$ cat src/rtl/mem_access_unit_pkg.sv
// Shared definitions for the MEM-stage data-memory access unit:
// MIPS load/store opcodes, bus transfer sizes and the access FSM encoding.
package mem_access_unit_pkg;

  localparam logic [5:0] EXE_LB  = 6'h20;
  localparam logic [5:0] EXE_LH  = 6'h21;
  localparam logic [5:0] EXE_LWL = 6'h22;
  localparam logic [5:0] EXE_LW  = 6'h23;
  localparam logic [5:0] EXE_LBU = 6'h24;
  localparam logic [5:0] EXE_LHU = 6'h25;
  localparam logic [5:0] EXE_LWR = 6'h26;
  localparam logic [5:0] EXE_SB  = 6'h28;
  localparam logic [5:0] EXE_SH  = 6'h29;
  localparam logic [5:0] EXE_SWL = 6'h2a;
  localparam logic [5:0] EXE_SW  = 6'h2b;
  localparam logic [5:0] EXE_SWR = 6'h2e;

  localparam logic [1:0] SIZE_BYTE = 2'd0;
  localparam logic [1:0] SIZE_HALF = 2'd1;
  localparam logic [1:0] SIZE_WORD = 2'd2;

  typedef enum logic [2:0] {
    ST_IDLE,
    ST_REQ,
    ST_WAIT,
    ST_DONE,
    ST_CANCEL
  } state_t;

  // Everything captured at acceptance except the address, whose width is a parameter.
  typedef struct packed {
    logic [5:0]  op;
    logic [1:0]  offset;
    logic [31:0] rt_old;
    logic        wr;
    logic [1:0]  size;
    logic [3:0]  wstrb;
    logic [31:0] wdata;
  } req_fields_t;

endpackage

$ cat src/rtl/mem_access_unit_if.sv
// SRAM-like data bus: request/address handshake plus a separate data_ok completion.
interface mem_access_unit_if #(
  parameter int ADDR_W = 32
);
  logic              req;
  logic              wr;
  logic [1:0]        size;
  logic [ADDR_W-1:0] addr;
  logic [3:0]        wstrb;
  logic [31:0]       wdata;
  logic              addr_ok;
  logic              data_ok;
  logic [31:0]       rdata;

  modport master (
    output req, wr, size, addr, wstrb, wdata,
    input  addr_ok, data_ok, rdata
  );

  modport slave (
    input  req, wr, size, addr, wstrb, wdata,
    output addr_ok, data_ok, rdata
  );
endinterface

$ cat src/rtl/mem_load_ext.sv
// Combinational load result shaping: byte/half extension and the LWL/LWR merge with rt.
module mem_load_ext
  import mem_access_unit_pkg::*;
(
  input  logic [5:0]  i_op,
  input  logic [1:0]  i_offset,
  input  logic [31:0] i_rdata,
  input  logic [31:0] i_rt_old,
  output logic [31:0] o_load_data
);

  logic [7:0]  w_byte;
  logic [15:0] w_half;

  assign w_byte = i_rdata[{i_offset, 3'b000} +: 8];
  assign w_half = i_offset[1] ? i_rdata[31:16] : i_rdata[15:0];

  always_comb begin
    // NOTE: default first so every path assigns the output and no latch is inferred.
    o_load_data = '0;
    case (i_op)
      EXE_LB:  o_load_data = {{24{w_byte[7]}}, w_byte};
      EXE_LBU: o_load_data = {24'd0, w_byte};
      EXE_LH:  o_load_data = {{16{w_half[15]}}, w_half};
      EXE_LHU: o_load_data = {16'd0, w_half};
      EXE_LW:  o_load_data = i_rdata;
      EXE_LWL: begin
        case (i_offset)
          2'd0:    o_load_data = {i_rdata[7:0],  i_rt_old[23:0]};
          2'd1:    o_load_data = {i_rdata[15:0], i_rt_old[15:0]};
          2'd2:    o_load_data = {i_rdata[23:0], i_rt_old[7:0]};
          default: o_load_data = i_rdata;
        endcase
      end
      EXE_LWR: begin
        case (i_offset)
          2'd0:    o_load_data = i_rdata;
          2'd1:    o_load_data = {i_rt_old[31:24], i_rdata[31:8]};
          2'd2:    o_load_data = {i_rt_old[31:16], i_rdata[31:16]};
          default: o_load_data = {i_rt_old[31:8],  i_rdata[31:24]};
        endcase
      end
      default: o_load_data = '0;
    endcase
  end

endmodule

$ cat src/rtl/mem_access_unit.sv
// MEM-stage request/response engine: decodes loads/stores, drives the data bus,
// stalls while a transaction is outstanding and drains flushed transactions.
module mem_access_unit
  import mem_access_unit_pkg::*;
#(
  parameter int ADDR_W       = 32,
  parameter bit UNALIGNED_EN = 1'b1
) (
  input  logic               clk,
  input  logic               rst,
  input  logic               req_valid,
  input  logic [5:0]         op_code,
  input  logic [ADDR_W-1:0]  addr,
  input  logic [31:0]        write_data,
  input  logic [31:0]        rt_old,
  input  logic               flush,
  output logic               stall_o,
  output logic               resp_valid,
  output logic [31:0]        load_data,
  output logic               addrErrorLw,
  output logic               addrErrorSw,
  mem_access_unit_if.master  data_sram
);

  state_t            r_state, w_next;
  logic              r_req;
  logic [ADDR_W-1:0] r_addr;
  req_fields_t       r_fields;
  logic [31:0]       r_load_data;

  logic              w_is_load, w_is_store, w_mis, w_idle, w_accept;
  logic [ADDR_W-1:0] w_new_addr;
  req_fields_t       w_new;
  logic [31:0]       w_ext_data;

  always_comb begin
    w_is_load      = 1'b0;
    w_is_store     = 1'b0;
    w_mis          = 1'b0;
    w_new_addr     = addr;
    w_new          = '0;
    w_new.op       = op_code;
    w_new.offset   = addr[1:0];
    w_new.rt_old   = rt_old;
    case (op_code)
      EXE_LB, EXE_LBU: begin
        w_is_load  = 1'b1;
        w_new.size = SIZE_BYTE;
      end
      EXE_LH, EXE_LHU: begin
        w_is_load  = 1'b1;
        w_new.size = SIZE_HALF;
        w_mis      = addr[0];
      end
      EXE_LW: begin
        w_is_load  = 1'b1;
        w_new.size = SIZE_WORD;
        w_mis      = |addr[1:0];
      end
      EXE_LWL, EXE_LWR: if (UNALIGNED_EN) begin
        w_is_load  = 1'b1;
        w_new.size = SIZE_WORD;
        w_new_addr = {addr[ADDR_W-1:2], 2'b00};
      end
      EXE_SB: begin
        w_is_store  = 1'b1;
        w_new.size  = SIZE_BYTE;
        w_new.wdata = {4{write_data[7:0]}};
        w_new.wstrb = 4'b0001 << addr[1:0];
      end
      EXE_SH: begin
        w_is_store  = 1'b1;
        w_new.size  = SIZE_HALF;
        w_mis       = addr[0];
        w_new.wdata = {2{write_data[15:0]}};
        w_new.wstrb = addr[1] ? 4'b1100 : 4'b0011;
      end
      EXE_SW: begin
        w_is_store  = 1'b1;
        w_new.size  = SIZE_WORD;
        w_mis       = |addr[1:0];
        w_new.wdata = write_data;
        w_new.wstrb = 4'b1111;
      end
      EXE_SWL, EXE_SWR: if (UNALIGNED_EN) begin
        w_is_store = 1'b1;
        w_new.size = SIZE_WORD;
        w_new_addr = {addr[ADDR_W-1:2], 2'b00};
        if (op_code == EXE_SWL) begin
          w_new.wdata = write_data >> {2'd3 - addr[1:0], 3'b000};
          w_new.wstrb = 4'b1111 >> (2'd3 - addr[1:0]);
        end else begin
          w_new.wdata = write_data << {addr[1:0], 3'b000};
          w_new.wstrb = 4'b1111 << addr[1:0];
        end
      end
      default: ;
    endcase
    w_new.wr = w_is_store;
  end

  assign w_idle      = (r_state == ST_IDLE);
  assign addrErrorLw = w_idle && req_valid && w_is_load  && w_mis;
  assign addrErrorSw = w_idle && req_valid && w_is_store && w_mis;
  assign w_accept    = w_idle && req_valid && (w_is_load || w_is_store) && !w_mis && !flush;

  // A flushed transaction whose data arrives in the same cycle is simply dropped.
  always_comb begin
    w_next  = r_state;
    stall_o = 1'b0;
    unique case (r_state)
      ST_IDLE: begin
        stall_o = w_accept;
        if (w_accept) w_next = ST_REQ;
      end
      ST_REQ: begin
        stall_o = 1'b1;
        if (data_sram.addr_ok) begin
          if (data_sram.data_ok) w_next = flush ? ST_IDLE   : ST_DONE;
          else                   w_next = flush ? ST_CANCEL : ST_WAIT;
        end else if (flush) begin
          w_next = ST_CANCEL;
        end
      end
      ST_WAIT: begin
        stall_o = 1'b1;
        if (data_sram.data_ok) w_next = flush ? ST_IDLE : ST_DONE;
        else if (flush)        w_next = ST_CANCEL;
      end
      ST_DONE: w_next = ST_IDLE;
      ST_CANCEL: begin
        stall_o = req_valid;
        if (data_sram.data_ok && (!r_req || data_sram.addr_ok)) w_next = ST_IDLE;
      end
      default: w_next = ST_IDLE;
    endcase
  end

  always_ff @(posedge clk) begin
    // NOTE: non-blocking assignments so every register samples pre-edge values.
    if (rst) begin
      r_state     <= ST_IDLE;
      r_req       <= 1'b0;
      r_addr      <= '0;
      r_fields    <= '0;
      r_load_data <= '0;
    end else begin
      r_state <= w_next;
      if (w_accept) begin
        r_req    <= 1'b1;
        r_addr   <= w_new_addr;
        r_fields <= w_new;
      end else if (r_req && data_sram.addr_ok) begin
        r_req <= 1'b0;
      end
      if (w_next == ST_DONE && r_state != ST_DONE) r_load_data <= w_ext_data;
    end
  end

  mem_load_ext u_load_ext (
    .i_op        (r_fields.op),
    .i_offset    (r_fields.offset),
    .i_rdata     (data_sram.rdata),
    .i_rt_old    (r_fields.rt_old),
    .o_load_data (w_ext_data)
  );

  assign data_sram.req   = r_req;
  assign data_sram.wr    = r_fields.wr;
  assign data_sram.size  = r_fields.size;
  assign data_sram.addr  = r_addr;
  assign data_sram.wstrb = r_fields.wstrb;
  assign data_sram.wdata = r_fields.wdata;

  assign resp_valid = (r_state == ST_DONE);
  assign load_data  = r_load_data;

endmodule

$ cat src/flat_wrapper.sv
// flat-port wrapper written by rule: the top's interface ports become plain ports
module mem_access_unit_flat import mem_access_unit_pkg::*;
#(
  parameter int ADDR_W       = 32,
  parameter bit UNALIGNED_EN = 1'b1
)
  (clk, rst, req_valid, op_code, addr, write_data, rt_old, flush, stall_o, resp_valid, load_data, addrErrorLw, addrErrorSw, data_sram_req, data_sram_wr, data_sram_size, data_sram_addr, data_sram_wstrb, data_sram_wdata, data_sram_addr_ok, data_sram_data_ok, data_sram_rdata);
  mem_access_unit_if #(.ADDR_W(ADDR_W)) data_sram_i ();
  input  logic clk;
  input  logic rst;
  input  logic req_valid;
  input  logic [5:0] op_code;
  input  logic [ADDR_W-1:0] addr;
  input  logic [31:0] write_data;
  input  logic [31:0] rt_old;
  input  logic flush;
  output logic stall_o;
  output logic resp_valid;
  output logic [31:0] load_data;
  output logic addrErrorLw;
  output logic addrErrorSw;
  output wire logic [$bits(data_sram_i.req)-1:0] data_sram_req;
  output wire logic [$bits(data_sram_i.wr)-1:0] data_sram_wr;
  output wire logic [$bits(data_sram_i.size)-1:0] data_sram_size;
  output wire logic [$bits(data_sram_i.addr)-1:0] data_sram_addr;
  output wire logic [$bits(data_sram_i.wstrb)-1:0] data_sram_wstrb;
  output wire logic [$bits(data_sram_i.wdata)-1:0] data_sram_wdata;
  input wire logic [$bits(data_sram_i.addr_ok)-1:0] data_sram_addr_ok;
  input wire logic [$bits(data_sram_i.data_ok)-1:0] data_sram_data_ok;
  input wire logic [$bits(data_sram_i.rdata)-1:0] data_sram_rdata;
  assign data_sram_req = data_sram_i.req;
  assign data_sram_wr = data_sram_i.wr;
  assign data_sram_size = data_sram_i.size;
  assign data_sram_addr = data_sram_i.addr;
  assign data_sram_wstrb = data_sram_i.wstrb;
  assign data_sram_wdata = data_sram_i.wdata;
  assign data_sram_i.addr_ok = data_sram_addr_ok;
  assign data_sram_i.data_ok = data_sram_data_ok;
  assign data_sram_i.rdata = data_sram_rdata;
  mem_access_unit #(.ADDR_W(ADDR_W), .UNALIGNED_EN(UNALIGNED_EN)) u_core (.clk(clk), .rst(rst), .req_valid(req_valid), .op_code(op_code), .addr(addr), .write_data(write_data), .rt_old(rt_old), .flush(flush), .stall_o(stall_o), .resp_valid(resp_valid), .load_data(load_data), .addrErrorLw(addrErrorLw), .addrErrorSw(addrErrorSw), .data_sram(data_sram_i));
endmodule
$ cat config.mk
export PLATFORM = sky130hd
export DESIGN_NAME = mem_access_unit_flat
export DESIGN_NICKNAME = d
export VERILOG_FILES = /design/src/rtl/mem_access_unit_pkg.sv /design/src/rtl/mem_access_unit_if.sv /design/src/rtl/mem_load_ext.sv /design/src/rtl/mem_access_unit.sv /design/src/flat_wrapper.sv
export SDC_FILE = /design/constraint.sdc
export NUM_CORES = 1
export LEC_CHECK = 0
export BUFFER_PORTS_ARGS = -buffer_cell sky130_fd_sc_hd__buf_2
export CORE_MARGIN = 2
export CORE_UTILIZATION = 30
export DETAILED_ROUTE_END_ITERATION = 12
export PLACE_DENSITY_LB_ADDON = 0.1
export REMOVE_ABC_BUFFERS = 1
export SLEW_MARGIN = 0
export SYNTH_ARGS = -nofsm -noshare
export SYNTH_HDL_FRONTEND = slang
export SYNTH_SLANG_ARGS = --single-unit
$ cat constraint.sdc
create_clock -name clk -period 6.05 [get_ports clk]
set_clock_uncertainty 0.1 [all_clocks]
set_input_delay 0.3025 -clock clk [delete_from_list [all_inputs] [get_ports clk]]
set_output_delay 0.3025 -clock clk [all_outputs]
set_load 0.005 [all_outputs]
# [Yosys cells after proc, flatten, opt, wreduce, memory -nomap -nowiden]
# Cells that the tools add are included.
[word_totals] register_bits=147 out_inout_bits=108 wordCells=97
[op_classes] n_addsub=1 n_eq_ne=27 shifts=6 mux=24 reduce_logical=28
[ops] cell="$pmux 32 s7" n=1
[ops] cell="$pmux 32 s3" n=2
[ops] cell="$pmux 36 s4" n=1
[ops] cell="$eq 6x6->1 const B" n=19
[ops] cell="$mux 36" n=1
[ops] cell="$shiftx 32x6->8" n=1
[ops] cell="$shl 32x5->32" n=1
[ops] cell="$shr 32x5->32" n=1
[ops] cell="$mux 3" n=7
[ops] cell="$mux 16" n=1
[ops] cell="$pmux 3 s4" n=1
[ops] cell="$logic_and 1x1->1" n=11
[ops] cell="$eq 3x2->1 const B" n=3
[ops] cell="$reduce_or 2->1" n=4
[ops] cell="$reduce_or 7->1" n=1
[ops] cell="$reduce_or 6->1" n=1
[ops] cell="$reduce_or 5->1" n=1
[ops] cell="$mux 1" n=4
[ops] cell="$mux 2" n=2
[ops] cell="$mux 4" n=1
[ops] cell="$pmux 2 s2" n=1
[ops] cell="$reduce_or 4->1" n=1
[ops] cell="$shl 1x2->4 const A" n=1
[ops] cell="$shl 4x2->4 const A" n=1
[ops] cell="other kinds (15)" n=18

# [Longest topological paths before layout]
[depth] word_depth=11 ltp_mapped=9

# [Cells and area by module]
# Synthesis repeated with hierarchy kept, for this count alone.
[hier_totals] hier_cells=1132 hier_area_um2=9101.2
[modules_own_cells] module="mem_access_unit" n_inst=1 cells_each=868 area_each_um2=7245.7 seq_area_each_um2=2942.8
[modules_own_cells] module="mem_load_ext" n_inst=1 cells_each=264 area_each_um2=1855.5 seq_area_each_um2=0.0

# [Least setup slack after synthesis]
# OpenSTA, ideal clock, no wires.
[synth_path] path_kind="flip-flop to output port" start="register u_core.r_state[2]" end="output port stall_o" t_arrival_ns=2.078 required_time_ns=5.648 slack_ns=3.570 stages_incl_launch_ff=8 cell_sequence="dfxtp_1 buf_6 or4b_1 a2111o_1 nor2_1 clkbuf_1 nor2_1 o32ai_1"
[synth_between] elab_chain_cells=6 elab_cells_between_ends=10
[synth_rtl] item="start, declared" line="mem_access_unit.sv:25" rtl="state_t r_state, w_next;"
[synth_rtl] item="start signal, assigned" line="mem_access_unit.sv:148" rtl="r_state <= w_next;"
[synth_rtl] item="$logic_not 3->1" line="mem_access_unit.sv:102, mem_access_unit.sv:111"
[synth_rtl] item="$logic_and 1x1->1 (4 in a row)" line="mem_access_unit.sv:105" rtl="assign w_accept = w_idle && req_valid && (w_is_load || w_is_store) && !w_mis && !flush;"
[synth_rtl] item="$pmux 1 s3 *" line="mem_access_unit.sv:111" rtl="unique case (r_state)"
[synth_rtl] item="end, declared" line="flat_wrapper.sv:17" rtl="output logic stall_o;"
# Mark *: on every way between the ends. The rest lies on a longest branch, timed or not.

# [Final worst setup path]
# Same ends and word-level chain as after synthesis.

==> flow_summary.yaml <==
sta:
  slew_violations: 0
  rsz0062_at_grt: "no"
  setup_tns_ns: 0
  finalCriticalPeriod_ns: 3.58
  worst_slew_pin_slew_ns: 1.20
  fmax_mhz: 279
  hold_slack_ns: 0.00956
  setup_ws_ns: 2.47
  period_share: 0.592
  setup_viol: 0
  max_slew_margin: 0.200
  hold_viol: 0
global_routing:
  grt_remaining_overflow: 0
  grt_use_total: 0.203
  grt_pass1_wl_mm: 46.3
  grt_max_degree: 90
  antenna_found_initial: 8
  grt_pass1_vias: 7925
critical_path:
  path_depth: 6
  r2r_setup_slack_ns: 2.54
  crit_path_start_kind: "flip-flop"
  cp_top_family: "simple AND/OR/NAND/NOR gates"
  critPathCaptureType: "primary output"
  slowest_stage: "nor2_4"
  cp_data_arrival_time_ns: 3.18
  required_ns: 5.65
  critPathBufInv: 1
  crit_chain: "or4b_1, a2111o_1, nor2_4, nor2_1, o32ai_1, buf_2"
  crit_path_start: "u_core.r_state[2]$_SDFF_PP0_"
  setup.worst_path.end: "stall_o"
  worstPathMaxFanout: 34
  r2r-start: "u_core.r_state[2]$_SDFF_PP0_"
  path_class: "reg -> out"
  rr_worst_depth: 5
  critical_path.reg2reg.endpoint: "u_core.data_sram.wdata[26]$_SDFFE_PP0P_"
  cp_slowest_stage_delay_ns: 0.68
logic_synthesis:
  synth_area_leaders: "dfxtp_1 35%, nand2_1 7.6%, a21oi_1 7.3%"
  yosysWarnings: 0
  synth_area_um2: 8410
  synthCells: 1044
  yosysMostFrequentCell: "nand2_1"
  synth.avg_cell_area_um2: 8.05
  synth_cell_types: 65
  ys_seq_area_frac: 0.350
  synth_common_cells: "171 x nand2_1, 147 x dfxtp_1, 122 x a21oi_1"
  synth_edf_count: 0
  async_reset_ff_frac: 0
  synth_ff_type: "dfxtp_1"
  ys_ff_latch: 147
  synth.top_cell.area_share: 0.350
  synth_largest_area_cell: "dfxtp_1"
floorplanning:
  dieArea_um2: 29400
  die_width_um: 171
  ios: 248
  num_rows: 61
  core_area_um2: 27700
  die_h_um: 171
  initial_core_util: 0.303
drt:
  wire_per_inst_um: 18.8
  viasPerCell: 5.18
  route.detailed.drc: 0
  drt_pass1_iterations: 5
  vias: 8365
  drtIter0Drc: 607
  ant_nets: 0
  totalWireLength_mm: 30.3
hold_path:
  hold_class: "in -> reg"
cells_and_area:
  fill_cells: 2981
  multi_input_comb_area_um2: 4780
  drive_above_1_share: 0.273
  nets: 1357
  final_cell_area_um2: 10500
  stdcell_count: 1615
  areaGrowthSynthToFinish_pct: 24.4
  regArea_um2: 2950
placed_design:
  dpl_cell_area_um2: 9570
  dp_hpwl_mm: 20.2
  io_buffers: 247
  post-place-ws_ns: 2.51
  routabilityCongestion: 0.822
  place_inst: 1548
pwr:
  power_density_nw_per_um2: 222
  ir_worst_vdd_mv: 0.145
  p_leak_nw: 4.01
clocking:
  holdBufCountCts: 27
  cts_root_buffer: "clkbuf_16"
  clk_pin_slew_ns: 0.07
  cts_tree: "yes"
  cts_resized: 0
  numCtsBuffers: 17
  h-tree-depth: 4
  worst_skew_pair.late_latency_ns: 0.42
  cts_max_path_buffers: 2
  post_cts_buffers: 0
  numClockSinks: 147
flow_run:
  maxCapViolations: 0
status:
  status: "complete, no violations"
-- how the worst min path moves through the flow --
stage                                             from                                 endpoint  slack [ns]  cells past startpoint
6_report                                    rt_old[16]         u_core.r_fields[55]$_SDFFE_PP0P_        0.01                      3
3_3_place_gp    u_core.data_sram.addr[10]$_SDFFE_PP0P_   u_core.data_sram.addr[10]$_SDFFE_PP0P_        0.34                      2
2_1_floorplan                                      rst    u_core.data_sram.addr[0]$_SDFFE_PP0P_        0.27                      1
3_5_place_dp   u_core.data_sram.wdata[22]$_SDFFE_PP0P_  u_core.data_sram.wdata[22]$_SDFFE_PP0P_        0.34                      1
5_1_grt                                      rt_old[0]         u_core.r_fields[39]$_SDFFE_PP0P_       0.002                      3
4_1_cts                                        addr[7]    u_core.data_sram.addr[7]$_SDFFE_PP0P_      0.0001                      3
-- placed cells by master (no fill, tap or decap), types with 4 or more instances in the layout --
cell,n
a221oi_1,12
and2_1,5
inv_8,4
nor3_1,23
a22o_1,19
mux2_2,26
buf_4,13
inv_6,6
nor2b_1,14
nand2b_1,7
and3_1,4
dlygate4sd3_1,28
and3b_1,5
nand3b_1,6
a32oi_1,6
nor2_1,67
buf_2,246
a21oi_1,122
nand3_1,8
diode_2,7
o2bb2ai_1,16
a32o_1,7
o21ai_0,23
a311oi_1,5
mux2i_1,55
o221ai_1,8
mux4_2,4
a222oi_1,8
nand2_1,171
dfxtp_1,145
a211oi_1,53
a2bb2oi_1,8
or3_1,7
a22oi_1,18
clkbuf_16,17
inv_1,12
-- stage by stage --
step	total power (W)	utilization
final	0.00232	0.378
after detailed placement	0.00125	0.346
after global routing	0.00243	0.377
after CTS	0.00236	0.377
after floorplan	0.00112	-
after global placement	0.00125	0.346
-- where the power goes --
part | switching [W] | internal (W) | total [W]
combinational | 0.000149 | 0.000110 | 0.000259
clock | 0.000488 | 0.000588 | 0.00108
sequential | 0.00000961 | 0.000979 | 0.000988
-- metal layers --
layer | track usage | part of all wire | wire length, µm
met5 | 0 | 0.00043 | 13
met4 | 0.0601 | 0.015 | 461
met3 | 0.0525 | 0.071 | 2140
met2 | 0.315 | 0.45 | 13700
met1 | 0.276 | 0.46 | 14000
-- area by class of cell --
type | count | area share
inverters | 12 | 0.00431
flip-flops and latches | 147 | 0.282
clock buffers | 17 | 0.0407
well taps | 378 | 0.0452
clock inverters | 15 | 0.0154
multi-input cells | 752 | 0.457
repair buffers | 287 | 0.154
diodes | 7 | 0.00167
-- sequential cells by signal, summed over array words and instances (netlist names) --
name,flops
u_core.load_data,32
u_core.data_sram.size,2
u_core.r_fields,40
u_core.data_sram.wdata,32
u_core.r_state,3
u_core.data_sram.wr,1
u_core.data_sram.wstrb,4
u_core.data_sram.addr,32
u_core.data_sram.req,1
-- worst register-to-register path, cell delays in order, from the launching register on --
cell and delay, ns:
dfxtp_1 0.44, or4b_1 0.57, a2111o_1 0.50, nor2_4 0.68, nand3b_1 0.79, o2bb2ai_1 0.36
-- kinds of logic (layout without fill, tap and decap cells) --
family | Yosys count | count (layout) | share of synthesized area
DFF | 147 | 147 | 0.350
other | 0 | 7 | 0
buffers and inverters | 145 | 331 | 0.0859
xor gates and xnor gates | 1 | 1 | 0.00104
muxes | 85 | 85 | 0.111
AOI/OAI and AO/OA | 329 | 329 | 0.270
and+or+nand+nor | 337 | 337 | 0.182
No activity file was read; power rests on OpenSTA's default activity.
